==> src/rtl/reset_seq.sv <==
`default_nettype none
// ============================================================================
// reset_seq: ordered release of N_OUT active-low resets with button debounce,
// lock-loss re-entry and cause report; RESET_SEQ_WDOG_EN adds a RUN watchdog.
// Revision 1.0
// ============================================================================
module reset_seq #(
  parameter int N_OUT           = 2,
  parameter int HOLD_CYCLES     = 255,
  parameter int STAGE_GAP       = 16,
  parameter int DEBOUNCE_CYCLES = 1000,
  parameter int SYNC_STAGES     = 2
`ifdef RESET_SEQ_WDOG_EN
  ,
  parameter int WDOG_CYCLES     = 1 << 24
`endif
) (
  input  logic             CLK,
  input  logic             RESET,
  input  logic             PLL_LOCKED,
  input  logic             BTN,
`ifdef RESET_SEQ_WDOG_EN
  input  logic             KICK,
  output logic [3:0]       CAUSE,
`else
  output logic [2:0]       CAUSE,
`endif
  output logic [N_OUT-1:0] RSTn_O,
  output logic             DONE,
  output logic [7:0]       RST_COUNT
);

  localparam int HW = (HOLD_CYCLES > 1) ? $clog2(HOLD_CYCLES) : 1;
  localparam int GW = (STAGE_GAP > 1) ? $clog2(STAGE_GAP) : 1;
  localparam int DW = (DEBOUNCE_CYCLES > 1) ? $clog2(DEBOUNCE_CYCLES) : 1;
  localparam int KW = (N_OUT > 1) ? $clog2(N_OUT) : 1;
`ifdef RESET_SEQ_WDOG_EN
  localparam int CW = 4;
  localparam int WW = (WDOG_CYCLES > 1) ? $clog2(WDOG_CYCLES) : 1;
`else
  localparam int CW = 3;
`endif

  typedef enum logic [1:0] {S_WAIT, S_HOLD, S_STAGE, S_RUN} state_e;

  logic [SYNC_STAGES-1:0] lock_sync_q, btn_sync_q;
  logic                   lock_s, btn_s;
  logic                   deb_q, deb_d, press_q, press_d;
  logic [DW-1:0]          dcnt_q, dcnt_d;
  state_e                 state_q, state_d;
  logic [HW-1:0]          hold_q, hold_d;
  logic [GW-1:0]          gap_q, gap_d;
  logic [KW-1:0]          k_q, k_d;
  logic [N_OUT-1:0]       rstn_q, rstn_d;
  logic                   done_q, done_d;
  logic [CW-1:0]          cause_q, cause_d, fault_cause;
  logic [7:0]             cnt_q, cnt_d;
  logic                   fault;

  assign lock_s = lock_sync_q[SYNC_STAGES-1];
  assign btn_s  = btn_sync_q[SYNC_STAGES-1];

  // The counter only advances while the synchronised button disagrees with the accepted level.
  always_comb begin
    deb_d   = deb_q;
    dcnt_d  = '0;
    press_d = 1'b0;
    if (btn_s != deb_q) begin
      if (dcnt_q == DW'(DEBOUNCE_CYCLES - 1)) begin
        deb_d   = btn_s;
        press_d = btn_s;
      end else begin
        dcnt_d = dcnt_q + DW'(1);
      end
    end
  end

`ifdef RESET_SEQ_WDOG_EN
  logic [WW-1:0] wdog_q, wdog_d;
  logic          wdog_hit;
  assign wdog_hit    = (state_q == S_RUN) && (wdog_q == WW'(WDOG_CYCLES - 1));
  assign fault       = ~lock_s | press_q | wdog_hit;
  assign fault_cause = {wdog_hit, press_q, ~lock_s, 1'b0};
  always_comb wdog_d = (state_q == S_RUN && state_d == S_RUN && !KICK) ? wdog_q + WW'(1) : '0;
`else
  assign fault       = ~lock_s | press_q;
  assign fault_cause = {press_q, ~lock_s, 1'b0};
`endif

  always_comb begin
    state_d = state_q;
    hold_d  = hold_q;
    gap_d   = gap_q;
    k_d     = k_q;
    rstn_d  = rstn_q;
    done_d  = done_q;
    cause_d = cause_q;
    cnt_d   = cnt_q;
    case (state_q)
      S_WAIT: begin
        rstn_d = '0;
        done_d = 1'b0;
        if (lock_s && !deb_q && !fault) begin
          state_d = S_HOLD;
          hold_d  = HW'(HOLD_CYCLES - 1);
        end
      end
      S_HOLD: begin
        if (hold_q == '0) begin
          rstn_d = N_OUT'(1);
          gap_d  = GW'(STAGE_GAP - 1);
          k_d    = KW'(1);
          if (N_OUT == 1) begin
            state_d = S_RUN;
            done_d  = 1'b1;
          end else begin
            state_d = S_STAGE;
          end
        end else begin
          hold_d = hold_q - HW'(1);
        end
      end
      S_STAGE: begin
        if (gap_q == '0) begin
          // Releases form a thermometer code, so shifting in a one frees the next bit.
          rstn_d = (rstn_q << 1) | N_OUT'(1);
          if (k_q == KW'(N_OUT - 1)) begin
            state_d = S_RUN;
            done_d  = 1'b1;
          end else begin
            k_d   = k_q + KW'(1);
            gap_d = GW'(STAGE_GAP - 1);
          end
        end else begin
          gap_d = gap_q - GW'(1);
        end
      end
      default: ;
    endcase
    if (state_q != S_WAIT && fault) begin
      state_d = S_WAIT;
      rstn_d  = '0;
      done_d  = 1'b0;
      cause_d = fault_cause;
      if (cnt_q != 8'hFF) cnt_d = cnt_q + 8'd1;
    end
  end

  always_ff @(posedge CLK or posedge RESET) begin
    if (RESET) begin
      lock_sync_q <= '0;
      btn_sync_q  <= '0;
      deb_q       <= 1'b0;
      dcnt_q      <= '0;
      press_q     <= 1'b0;
      state_q     <= S_WAIT;
      hold_q      <= '0;
      gap_q       <= '0;
      k_q         <= '0;
      rstn_q      <= '0;
      done_q      <= 1'b0;
      cause_q     <= CW'(1);
      cnt_q       <= '0;
`ifdef RESET_SEQ_WDOG_EN
      wdog_q      <= '0;
`endif
    end else begin
      lock_sync_q <= {lock_sync_q[SYNC_STAGES-2:0], PLL_LOCKED};
      btn_sync_q  <= {btn_sync_q[SYNC_STAGES-2:0], BTN};
      deb_q       <= deb_d;
      dcnt_q      <= dcnt_d;
      press_q     <= press_d;
      state_q     <= state_d;
      hold_q      <= hold_d;
      gap_q       <= gap_d;
      k_q         <= k_d;
      rstn_q      <= rstn_d;
      done_q      <= done_d;
      cause_q     <= cause_d;
      cnt_q       <= cnt_d;
`ifdef RESET_SEQ_WDOG_EN
      wdog_q      <= wdog_d;
`endif
    end
  end

  assign RSTn_O    = rstn_q;
  assign DONE      = done_q;
  assign CAUSE     = cause_q;
  assign RST_COUNT = cnt_q;

endmodule
`default_nettype wire
==> config.mk <==
export PLATFORM = sky130hd
export DESIGN_NAME = reset_seq
export DESIGN_NICKNAME = d
export VERILOG_FILES = /design/src/rtl/reset_seq.sv
export SDC_FILE = /design/constraint.sdc
export NUM_CORES = 1
export LEC_CHECK = 0
export ABC_AREA = 1
export BUFFER_PORTS_ARGS = -buffer_cell sky130_fd_sc_hd__buf_2
export CAP_MARGIN = 20
export CORE_UTILIZATION = 40
export CTS_BUF_LIST = sky130_fd_sc_hd__clkbuf_16
export CTS_CLUSTER_SIZE = 28
export DETAILED_ROUTE_END_ITERATION = 7
export MAX_ROUTING_LAYER = met4
export PLACE_DENSITY = 0.62
export SLEW_MARGIN = 20
export SYNTH_ARGS = -nofsm -noshare
export SYNTH_HDL_FRONTEND = slang
export SYNTH_SLANG_ARGS = --single-unit
==> constraint.sdc <==
create_clock -name CLK -period 2.9 [get_ports CLK]
set_input_delay 0.29 -clock CLK [delete_from_list [all_inputs] [get_ports CLK]]
set_output_delay 0.29 -clock CLK [all_outputs]
set_load 0.01 [all_outputs]
Word level (Yosys, flattened, before mapping):

Index checks and enable logic that the tools add are counted.

* bits of input ports: 4
* word-level logic and storage cells: 84
* register bits: 45
* output and inout bits: 14

* reductions and logical operators: 21
* add/sub/neg operators: 5
* bitwise logic cells: 2
* multiplexer cells: 29
* equality and inequality tests: 14

Operators by type and width (number)
* $mux 10: 2
* $mux 2: 8
* $mux 8: 2
* $pmux 8 s2: 1
* $ne 3x3->1 const B: 5
* $reduce_and 3->1: 5
* $mux 4: 3
* $pmux 2 s3: 2
* $add 10x1->10 const B: 1
* $eq 10x10->1 const B: 1
* $add 8x1->8 const B: 1
* $logic_not 8->1: 1
* $mux 1: 8
* $ne 2x2->1 const B: 4
* $ne 8x8->1 const B: 1
* $pmux 4 s2: 1
* $sub 8x1->8 const B: 1
* $reduce_bool 2->1: 3
* $reduce_and 5->1: 1
* $logic_not 4->1: 1
* $pmux 1 s2: 2
* $reduce_and 2->1: 2
* $reduce_bool 4->1: 1
* $sub 4x1->4 const B: 1
* other kinds (10): 13

Depth between registers and ports, before layout:

Gate-level depths: netlist (run 1).

* depth after elaboration: 7
* depth in mapped cells: 11
* mapped depth without buffers: 11

Worst setup path after synthesis (run 1):

No wires, ideal clock.

* path type: register to register
* start point: register cnt_q[0], in the netlist RST_COUNT[0]
* end point: register cnt_q[5], in the netlist RST_COUNT[5]
* required time: 2.783 ns
* stages on the path, launching flop included: 10
* setup slack: 1.437 ns
* arrival time: 1.346 ns
* path through: dfrtp_1 ha_1 nand3_1 nor2_1 a21oi_4 inv_2 nor2_2 nand2_1 nand2_1 nand2_1

* longest elaborated chain between the ends: 2

RTL lines
* start: declaration: line 57 `logic [7:0] cnt_q, cnt_d;`
* start signal: assignment: line 180 `cnt_q <= cnt_d;`
* parallel branches: the longest is 2 deep, another holds $add 8x1->8

Several ways; the timed one is not identified.
A chain may end at the register's enable or synchronous reset.

Worst setup path after layout (run 1):

* start point: register state_q[0]
* end point: register cnt_q[5], in the netlist RST_COUNT[5]

* longest elaborated chain between the ends: 3

RTL lines
* start: declaration: line 50 `state_e state_q, state_d;`
* start signal: assignment: line 173 `state_q <= state_d;`
* $reduce_bool 2->1: line 140 `if (state_q != S_WAIT && fault) begin`
* $logic_and 1x1->1: line 140
* $reduce_and 2->1 (no line)

No other way between the ends.

==> flow_summary_export.csv, run 1 <==
group,metric,value,unit
outcome,status,"completed",
power,seqPwrFrac,37.4,%
yosys,yosysMostFrequentCell,"nand2_1",
floorplanning,initial_core_util,41.4,%
global_route,grt_first_pass_wirelength,6.89,mm
place,port_buffers,17,
setup_path,rr_endpoint,"RST_COUNT[5]$_DFFE_PP0P_",
final_layout,n_antenna_cell,0,
place,dpl_cell_area,2430,sq um
final_layout,fillCellCount,553,
power,power,2.48,mW
cts,cts_buffers,5,
global_route,grt_pass1_vias,1615,
hold_path,min_to,"btn_sync_q[0]$_DFF_PP0_",
global_route,top_usage_layer,"met2",
final_layout,final_cell_area,2580,sq um
hold_path,hold_path_class,"input pin to register",
yosys,syn_inst,275,
cts,cts_hold_buffers,0,
global_route,met2_usage,23.2,%
routing,routed_wl,3.93,mm
floorplanning,fp.coreArea,5470,sq um
sta,finalSetupTns,0,ns
flow_run,drv_cap,0,
sta,slew-limit-headroom,38.4,%
setup_path,cp_data_required_time,3.08,ns
cts,cts_setup_buffers,0,
global_route,grt_usage,15.0,%
yosys,syn_area,2270,sq um
place,dp_hpwl,2.77,mm
cts,cts_tree,"yes",
place,gp_congestion,0.766,
yosys,syn_avg_cell_area,8.25,sq um
sta,setup_viol,0,
routing,vias_per_cell,4.59,
routing,vias,1700,
cts,cts_sinks,45,
final_layout,syn_to_final_growth,13.7,%
global_route,overflow,0,
global_route,met1_usage,18.5,%
power,netSwitchingPower,997,uW
power,power.density,961,nW/um^2
power,switching_share,40.2,%
cts,clk_pin_slew,0.07,ns
power,p_clk_share,22.8,%
floorplanning,rows,27,
sta,timing.fmax,554,MHz
setup_path,worstSetupStartpointType,"register",
cts,htreeDepth,2,
sta,rsz0062_at_grt,"no",
yosys,synth_top_cell_area_share,48.5,%
sta,clock-skew-final,0.00536,ns
setup_path,cp.arrival,1.99,ns
sta,timing.final.crit_share,62.2,%
final_layout,ff_latch_area,1130,sq um
routing,wl_per_cell,10.6,microns
floorplanning,die_h,77.3,microns
global_route,grt_antenna_before_repair,0,
setup_path,path_class,"register to register",
final_layout,drive_above_1_share,12.8,%
final_layout,final_util,47.1,%
yosys,synth_seq_area_share,49.7,%
yosys,ys_warn_count,0,
yosys,synth_nets,287,
setup_path,cp_max_fo,12,
cts,cts_root_buf,"clkbuf_16",
sta,hold_violations,0,
yosys,ys_types,29,
global_route,grt_max_degree,46,
power,leakage,1.33,nW
hold_path,min_from,"BTN",
sta,maxSlewViolCount,0,
setup_path,rrSetupSlack,1.10,ns
yosys,synth_edf_count,0,
cts,cts_resized,0,
yosys,synthFlopType,"dfrtp_1",
cts,clockBufferDepth,2,
power,vdd_drop_max,0.451,mV
routing,drt-initial-drc-count,96,
yosys,synth_area_leaders,"dfrtp_1 (49%), nand2_1 (12%), inv_1 (5.6%)",
setup_path,end_kind,"register",
yosys,synthArstFlopShare,100,%
yosys,synth_commonest_cells,"nand2_1 (73), dfrtp_1 (44), inv_1 (34)",
global_route,grt_use_met3,2.98,%
setup_path,worstRegToRegCells,10,
routing,detail_route.drc_violations,0,
floorplanning,die_area,5980,sq um
yosys,ys_ff_latch,45,
hold_path,holdPathStages,1,
floorplanning,ioPinCount,18,
routing,ant_nets,0,
power,p_int,1.48,mW
sta,tightest_slew,0.923,ns
setup_path,reg2reg_from,"state_q[0]$_DFFE_PP0P_",
power,pwr-share-comb,39.8,%
cts,clk_latency,0.29,ns
final_layout,multi_input_area,990,sq um
final_layout,nets,309,
yosys,synth_top_area_cell,"dfrtp_1",
sta,post-route-min-period,1.80,ns
floorplanning,die_x,77.3,microns
routing,detail_route.first_pass.iterations,4,
[per-layer routing]
metal	routed length, microns	share of wire [%]
met4	61	1.6
met2	1730	44
met1	2020	51
met5	0	0
met3	112	2.8
[kinds of logic (layout without fill, tap and decap cells)]
kind of cell	after synthesis	in the layout	synth area share, %
AOI/OAI and AO/OA	28	28	7.28
xor gates and xnor gates	14	14	5.41
adders and majority gates	8	8	4.41
buffers and inverters	39	62	6.67
DFF	45	45	49.7
and+or+nand+nor	141	141	26.5
[metrics by stage]
step / hold slack [ns] / worst slack (ns) / std cells
4_1_cts: 0.0990 / 1.07 / 370
3_3_place_gp: 0.333 / 1.19 / 362
2_1_floorplan: 0.321 / 1.44 / 275
6_report: 0.105 / 1.10 / 370
3_5_place_dp: 0.335 / 1.09 / 362
5_1_grt: 0.0985 / 0.870 / 370
[registers in the layout, summed over array words and instances, names as in the netlist, 2 cells and up]
register	flops
btn_sync_q	2
RSTn_O	2
state_q	2
gap_q	4
hold_q	8
CAUSE	3
lock_sync_q	2
RST_COUNT	8
dcnt_q	10
[placed cells by master (no fill, tap or decap), types with 2 or more instances in the layout]
master,count
xnor2_1,3
o21ai_1,3
nand4_1,4
inv_1,33
nand3_1,18
ha_1,8
a21oi_1,3
nand2_2,3
and2_1,2
xor2_1,11
nand2_1,73
nor2_2,2
nor3_1,5
nor3b_1,2
dfrtp_1,44
o21ai_0,17
clkbuf_16,5
buf_2,17
inv_2,3
nor2_1,29
[power by group through the flow]
stage,sequential (mW),combinational [mW],clock (mW)
3_3_place_gp,0.937,0.977,0
3_5_place_dp,0.940,0.995,0
5_1_grt,0.955,1.15,0.601
2_1_floorplan,0.939,0.755,0
4_1_cts,0.929,1.00,0.584
6_report,0.926,0.988,0.565
[worst max-delay path by stage]
| stage | startpoint | endpoint | slack (ns) | cells past startpoint |
|---|---|---|---|---|
| 2_1_floorplan | RST_COUNT[0]$_DFFE_PP0P_ | RST_COUNT[5]$_DFFE_PP0P_ | 1.44 | 9 |
| 3_3_place_gp | state_q[0]$_DFFE_PP0P_ | RST_COUNT[5]$_DFFE_PP0P_ | 1.19 | 10 |
| 3_5_place_dp | state_q[0]$_DFFE_PP0P_ | RST_COUNT[5]$_DFFE_PP0P_ | 1.09 | 10 |
| 4_1_cts | state_q[0]$_DFFE_PP0P_ | RST_COUNT[5]$_DFFE_PP0P_ | 1.07 | 10 |
| 5_1_grt | state_q[0]$_DFFE_PP0P_ | RST_COUNT[5]$_DFFE_PP0P_ | 0.87 | 10 |
| 6_report | state_q[0]$_DFFE_PP0P_ | RST_COUNT[5]$_DFFE_PP0P_ | 1.10 | 10 |
[worst max-delay path: stages, from the launching register on]
cell and delay, ns:
dfrtp_1 0.38, inv_1 0.09, ha_1 0.24, inv_1 0.07, nand2_1 0.23, a21oi_4 0.30, inv_2 0.09, nor2_2 0.14
nand2_1 0.06, nand2_1 0.06, nand2_1 0.04
[final cells by class]
cell class,instances,area share [%]
clock inverters,3,0.824
multi-input cells,191,38.4
repair buffers,17,3.30
flip-flops and latches,45,43.7
clock buffers,5,4.85
inverters,37,5.48
well taps,72,3.49
(Power assumes the default switching activity.)
==> inputs of run 2 (changes only) <==
==> constraint.sdc (replaced) <==
create_clock -name CLK -period 1.8 [get_ports CLK]
set_input_delay 0.18 -clock CLK [delete_from_list [all_inputs] [get_ports CLK]]
set_output_delay 0.18 -clock CLK [all_outputs]
set_load 0.01 [all_outputs]
==> flow_summary_export.csv, run 2 (synthesis gave the netlist of run 1 again) <==
group,metric,value,unit
outcome,status,"completed",
place,dp_cells,366,
sta,rsz0062_at_grt,"no",
routing,routed_wl,3.95,mm
power,pwr-share-comb,41.2,%
floorplanning,fp.coreArea,5470,sq um
global_route,grt_usage,15.7,%
final_layout,final_util,47.8,%
final_layout,fin_cells,375,
final_layout,nets,314,
power,p_clk_share,21.6,%
power,power.density,1530,nW/um^2
cts,cts_tree,"yes",
cts,cts_root_buf,"clkbuf_16",
floorplanning,die_h,77.3,microns
sta,maxSlewViolCount,0,
place,dpl_cell_area,2460,sq um
global_route,grt_antenna_before_repair,0,
routing,vias_per_cell,4.58,
final_layout,n_antenna_cell,0,
place,dp_hpwl,2.85,mm
sta,tightest_slew,0.562,ns
place,gp_congestion,0.833,
setup_path,worstSetupStartpointType,"register",
power,p_int,2.42,mW
place,detailedPlace.worstSlack,0.153,ns
cts,cts_buffers,5,
routing,drt-initial-drc-count,102,
sta,slew-limit-headroom,62.6,%
final_layout,drive_above_1_share,14.2,%
global_route,overflow,0,
hold_path,hold_path_class,"input pin to register",
routing,detail_route.drc_violations,0,
global_route,grt_first_pass_wirelength,7.26,mm
flow_run,drv_cap,0,
routing,wl_per_cell,10.5,microns
routing,vias,1719,
routing,ant_nets,0,
cts,cts_sinks,45,
setup_path,cp_data_required_time,1.97,ns
power,netSwitchingPower,1.58,mW
sta,hold_slack,0.00613,ns
floorplanning,initial_core_util,41.4,%
floorplanning,rows,27,
sta,finalSetupTns,0,ns
cts,clk_pin_slew,0.06,ns
final_layout,top_register,"dcnt_q",
sta,hold_violations,0,
sta,setup_ws,0.194,ns
final_layout,mostFrequentLayoutCell,"nand2_1",
floorplanning,die_x,77.3,microns
power,switching_share,39.6,%
sta,clock-skew-final,0.00471,ns
setup_path,end_kind,"register",
global_route,grt_max_degree,46,
power,seqPwrFrac,37.2,%
setup_path,cp_max_fo,11,
power,power,4.00,mW
cts,clk_latency,0.28,ns
sta,timing.final.crit_share,89.2,%
sta,post-route-min-period,1.61,ns
routing,detail_route.first_pass.iterations,4,
place,port_buffers,17,
cts,cts_setup_buffers,0,
floorplanning,die_area,5980,sq um
power,leakage,1.36,nW
cts,htreeDepth,2,
setup_path,cp.arrival,1.77,ns
cts,clockBufferDepth,2,
floorplanning,ioPinCount,18,
final_layout,fillCellCount,571,
sta,setup_viol,0,
final_layout,largest_register_ffs,10,
setup_path,path_class,"register to register",
final_layout,syn_to_final_growth,15.4,%
sta,timing.fmax,623,MHz
global_route,grt_pass1_vias,1660,
final_layout,final_cell_area,2620,sq um
final_layout,layout_common_cells,"nand2_1 (72), dfrtp_1 (44), inv_1 (34), nor2_1 (29), nand3_1 (18)",
power,vdd_drop_max,0.608,mV
-- run 2: worst paths after layout --
check | startpoint | end | slack, ns | cells after the start
max in group asynchronous | RESET | CAUSE[0]$_DFFE_PP1P_ | 1.38 | 3
min in group asynchronous | RESET | RST_COUNT[1]$_DFFE_PP0P_ | 0.04 | 3
setup reg to reg | state_q[0]$_DFFE_PP0P_ | state_q[0]$_DFFE_PP0P_ | 0.19 | 11
hold / removal | PLL_LOCKED | lock_sync_q[0]$_DFF_PP0_ | 0.006 | 1
hold reg to reg | btn_sync_q[0]$_DFF_PP0_ | btn_sync_q[1]$_DFF_PP0_ | 0.35 | 0
setup / recovery | state_q[0]$_DFFE_PP0P_ | state_q[0]$_DFFE_PP0P_ | 0.19 | 11
-- run 2: per-layer routing --
layer,global-route usage [%],part of all wire (%),vias up
met5,-,0,-
met4,3.96,0,0
met3,3.57,2.7,0
met2,24.7,44,26
met1,20.5,53,774
li1,-,-,919
-- run 2: layout make-up --
cell class	instances	area, sq um	share of cell area [%]
clock buffers	5	125	4.78
clock inverters	3	13.8	0.526
repair buffers	22	125	4.78
well taps	72	90.1	3.44
inverters	37	141	5.40
flip-flops and latches	45	1130	43.1
multi-input cells	191	995	38.0
-- run 2: repair_timing --
item                                    CTS  global route
resized for setup                         0             2
hold endpoints to repair                  0             1
endpoints found under the setup margin    0             3
hold buffers                              0             1
-- run 2: critical path, stage by stage, from the launching register on --
cell and delay, ns:
dfrtp_1 0.38, inv_1 0.09, ha_2 0.20, inv_1 0.07, nand2_1 0.10, buf_4 0.19
nand3_1 0.07, nand2_1 0.05, inv_1 0.10, nand4_1 0.11, nand2_1 0.08, nand2_1 0.05
-- run 2: power groups by stage --
stage,Sequential (mW),Combinational [mW],Clock [mW]
floorplan,1.51,1.22,0
CTS,1.49,1.66,0.894
global route,1.53,1.96,0.930
finish,1.49,1.65,0.863
global placement,1.50,1.62,0
detailed placement,1.51,1.66,0
==> inputs of run 3 (changes only) <==
--- a/config.mk
+++ b/config.mk
@@ -14,7 +14,6 @@
 export DETAILED_ROUTE_END_ITERATION = 7
 export MAX_ROUTING_LAYER = met4
 export PLACE_DENSITY = 0.62
-export SLEW_MARGIN = 20
 export SYNTH_ARGS = -nofsm -noshare
 export SYNTH_HDL_FRONTEND = slang
 export SYNTH_SLANG_ARGS = --single-unit
==> constraint.sdc (replaced) <==
create_clock -name CLK -period 1.8 [get_ports CLK]
set_input_delay 0.36 -clock CLK [delete_from_list [all_inputs] [get_ports CLK]]
set_output_delay 0.36 -clock CLK [all_outputs]
set_load 0.01 [all_outputs]
==> flow_summary_export.csv, run 3 (synthesis gave the netlist of run 1 again) <==
group,metric,value,unit
routing,ant_nets,0,
power,switching_share,39.9,%
routing,vias,1782,
hold_path,hold_path_class,"input pin to asynchronous set/reset pin",
cts,clk_pin_slew,0.06,ns
cts,clockBufferDepth,2,
routing,routed_wl,4.17,mm
final_layout,final_util,48.0,%
final_layout,fillCellCount,556,
global_route,grt_first_pass_wirelength,7.35,mm
cts,clk_latency,0.28,ns
power,seqPwrFrac,36.9,%
cts,cts_hold_buffers,0,
place,dp_cells,366,
floorplanning,die_area,5980,sq um
final_layout,ff_latch_area,1130,sq um
power,pwr-share-comb,41.3,%
setup_path,path_class,"register to register",
final_layout,mostFrequentLayoutCell,"nand2_1",
floorplanning,rows,27,
power,vdd_drop_max,0.611,mV
sta,finalSetupTns,0,ns
setup_path,end_kind,"register",
cts,cts_sinks,45,
sta,setup_viol,0,
sta,maxSlewViolCount,0,
routing,detail_route.drc_violations,0,
flow_run,drv_cap,0,
global_route,grt_pass1_vias,1705,
setup_path,worstSetupStartpointType,"register",
final_layout,top_register,"dcnt_q",
sta,hold_violations,0,
outcome,status,"completed",
global_route,grt_usage,15.9,%
sta,timing.fmax,618,MHz
global_route,overflow,0,
routing,drt-initial-drc-count,40,
final_layout,nets,314,
floorplanning,fp.coreArea,5470,sq um
power,p_int,2.43,mW
place,port_buffers,17,
routing,vias_per_cell,4.75,
sta,clock-skew-final,0.00304,ns
routing,detail_route.first_pass.iterations,4,
cts,htreeDepth,2,
power,power.density,1540,nW/um^2
floorplanning,initial_core_util,41.4,%
routing,wl_per_cell,11.1,microns
power,leakage,1.36,nW
final_layout,layout_common_cells,"nand2_1 (73), dfrtp_1 (44), inv_1 (33), nor2_1 (29), nand3_1 (18)",
global_route,grt_antenna_before_repair,0,
global_route,grt_max_degree,46,
cts,cts_tree,"yes",
floorplanning,ioPinCount,18,
cts,cts_buffers,5,
sta,rsz0062_at_grt,"no",
final_layout,syn_to_final_growth,15.9,%
final_layout,n_antenna_cell,0,
place,dp_hpwl,2.96,mm
setup_path,reg2reg_from,"state_q[0]$_DFFE_PP0P_",
floorplanning,die_x,77.3,microns
setup_path,rr_endpoint,"state_q[0]$_DFFE_PP0P_",
setup_path,cp.arrival,1.78,ns
setup_path,cp_max_fo,11,
setup_path,rrSetupSlack,0.18,ns
sta,tightest_slew,0.504,ns
setup_path,cp_data_required_time,1.97,ns
sta,timing.final.crit_share,89.9,%
final_layout,largest_register_ffs,10,
cts,cts_root_buf,"clkbuf_16",
power,p_clk_share,21.8,%
final_layout,fin_cells,375,
final_layout,multi_input_area,992,sq um
power,netSwitchingPower,1.62,mW
final_layout,drive_above_1_share,14.2,%
place,gp_congestion,0.831,
floorplanning,die_h,77.3,microns
setup_path,worstRegToRegCells,11,
sta,slew-limit-headroom,66.1,%
sta,post-route-min-period,1.62,ns
==> run 3: per-layer routing <==
layer,part of all wire [%],routed length [microns],GRT usage [%]
met1,50,2100,20.0
met2,45,1890,24.9
met3,3.4,140,3.93
met4,0.91,38,5.47
met5,0,0,-
==> run 3: worst max-delay path, cell delays in order (launching register included) <==
cell and delay (ns):
dfrtp_1 0.38, inv_1 0.09, ha_2 0.20, inv_1 0.07
nand2_1 0.10, buf_4 0.19, nand3_1 0.07, nand2_1 0.05
inv_1 0.10, nand4_1 0.11, nand2_1 0.08, nand2_1 0.06
==> run 3: worst max path at each step <==
stage	start	slack (ns)	end
floorplan	RST_COUNT[0]$_DFFE_PP0P_	0.34	RST_COUNT[5]$_DFFE_PP0P_
global placement	state_q[0]$_DFFE_PP0P_	0.24	state_q[0]$_DFFE_PP0P_
detailed placement	state_q[0]$_DFFE_PP0P_	0.16	state_q[0]$_DFFE_PP0P_
CTS	state_q[0]$_DFFE_PP0P_	0.12	state_q[0]$_DFFE_PP0P_
global route	gap_q[0]$_DFFE_PP0P_	0.02	RSTn_O[1]$_DFFE_PP0P_
finish	state_q[0]$_DFFE_PP0P_	0.18	state_q[0]$_DFFE_PP0P_
==> run 3: timing repair <==
action / CTS / global route
setup endpoints to repair: 0 / 2
hold endpoints to repair: 0 / 0
resized for setup: 0 / 1
setup buffers: 0 / 1
==> run 3: power groups by stage <==
| stage | clock (mW) | combinational (mW) | sequential [mW] |
|---|---|---|---|
| 2_1_floorplan | 0 | 1.22 | 1.51 |
| 3_3_place_gp | 0 | 1.62 | 1.50 |
| 3_5_place_dp | 0 | 1.67 | 1.51 |
| 4_1_cts | 0.919 | 1.68 | 1.49 |
| 5_1_grt | 0.960 | 1.95 | 1.53 |
| 6_report | 0.882 | 1.68 | 1.49 |
==> run 3: cell type report <==
cell class,count,share of cell area [%]
Sequential cell,45,42.9
Multi-Input combinational cell,191,37.7
Inverter,37,5.38
Timing Repair Buffer,22,5.14
Clock buffer,5,4.76
Tap cell,72,3.43
Clock inverter,3,0.666
==> run 3: metrics by stage <==
step                      hold WS (ns)  setup slack, ns  power [mW]  cell area, sq um
after floorplan                  0.331            0.337        2.73              2270
after global placement           0.331            0.237        3.13              2480
after detailed placement         0.337            0.155        3.18              2480
after CTS                        0.112            0.121        4.10              2620
after global routing             0.128           0.0161        4.44              2630
final                           0.0981            0.182        4.05              2630
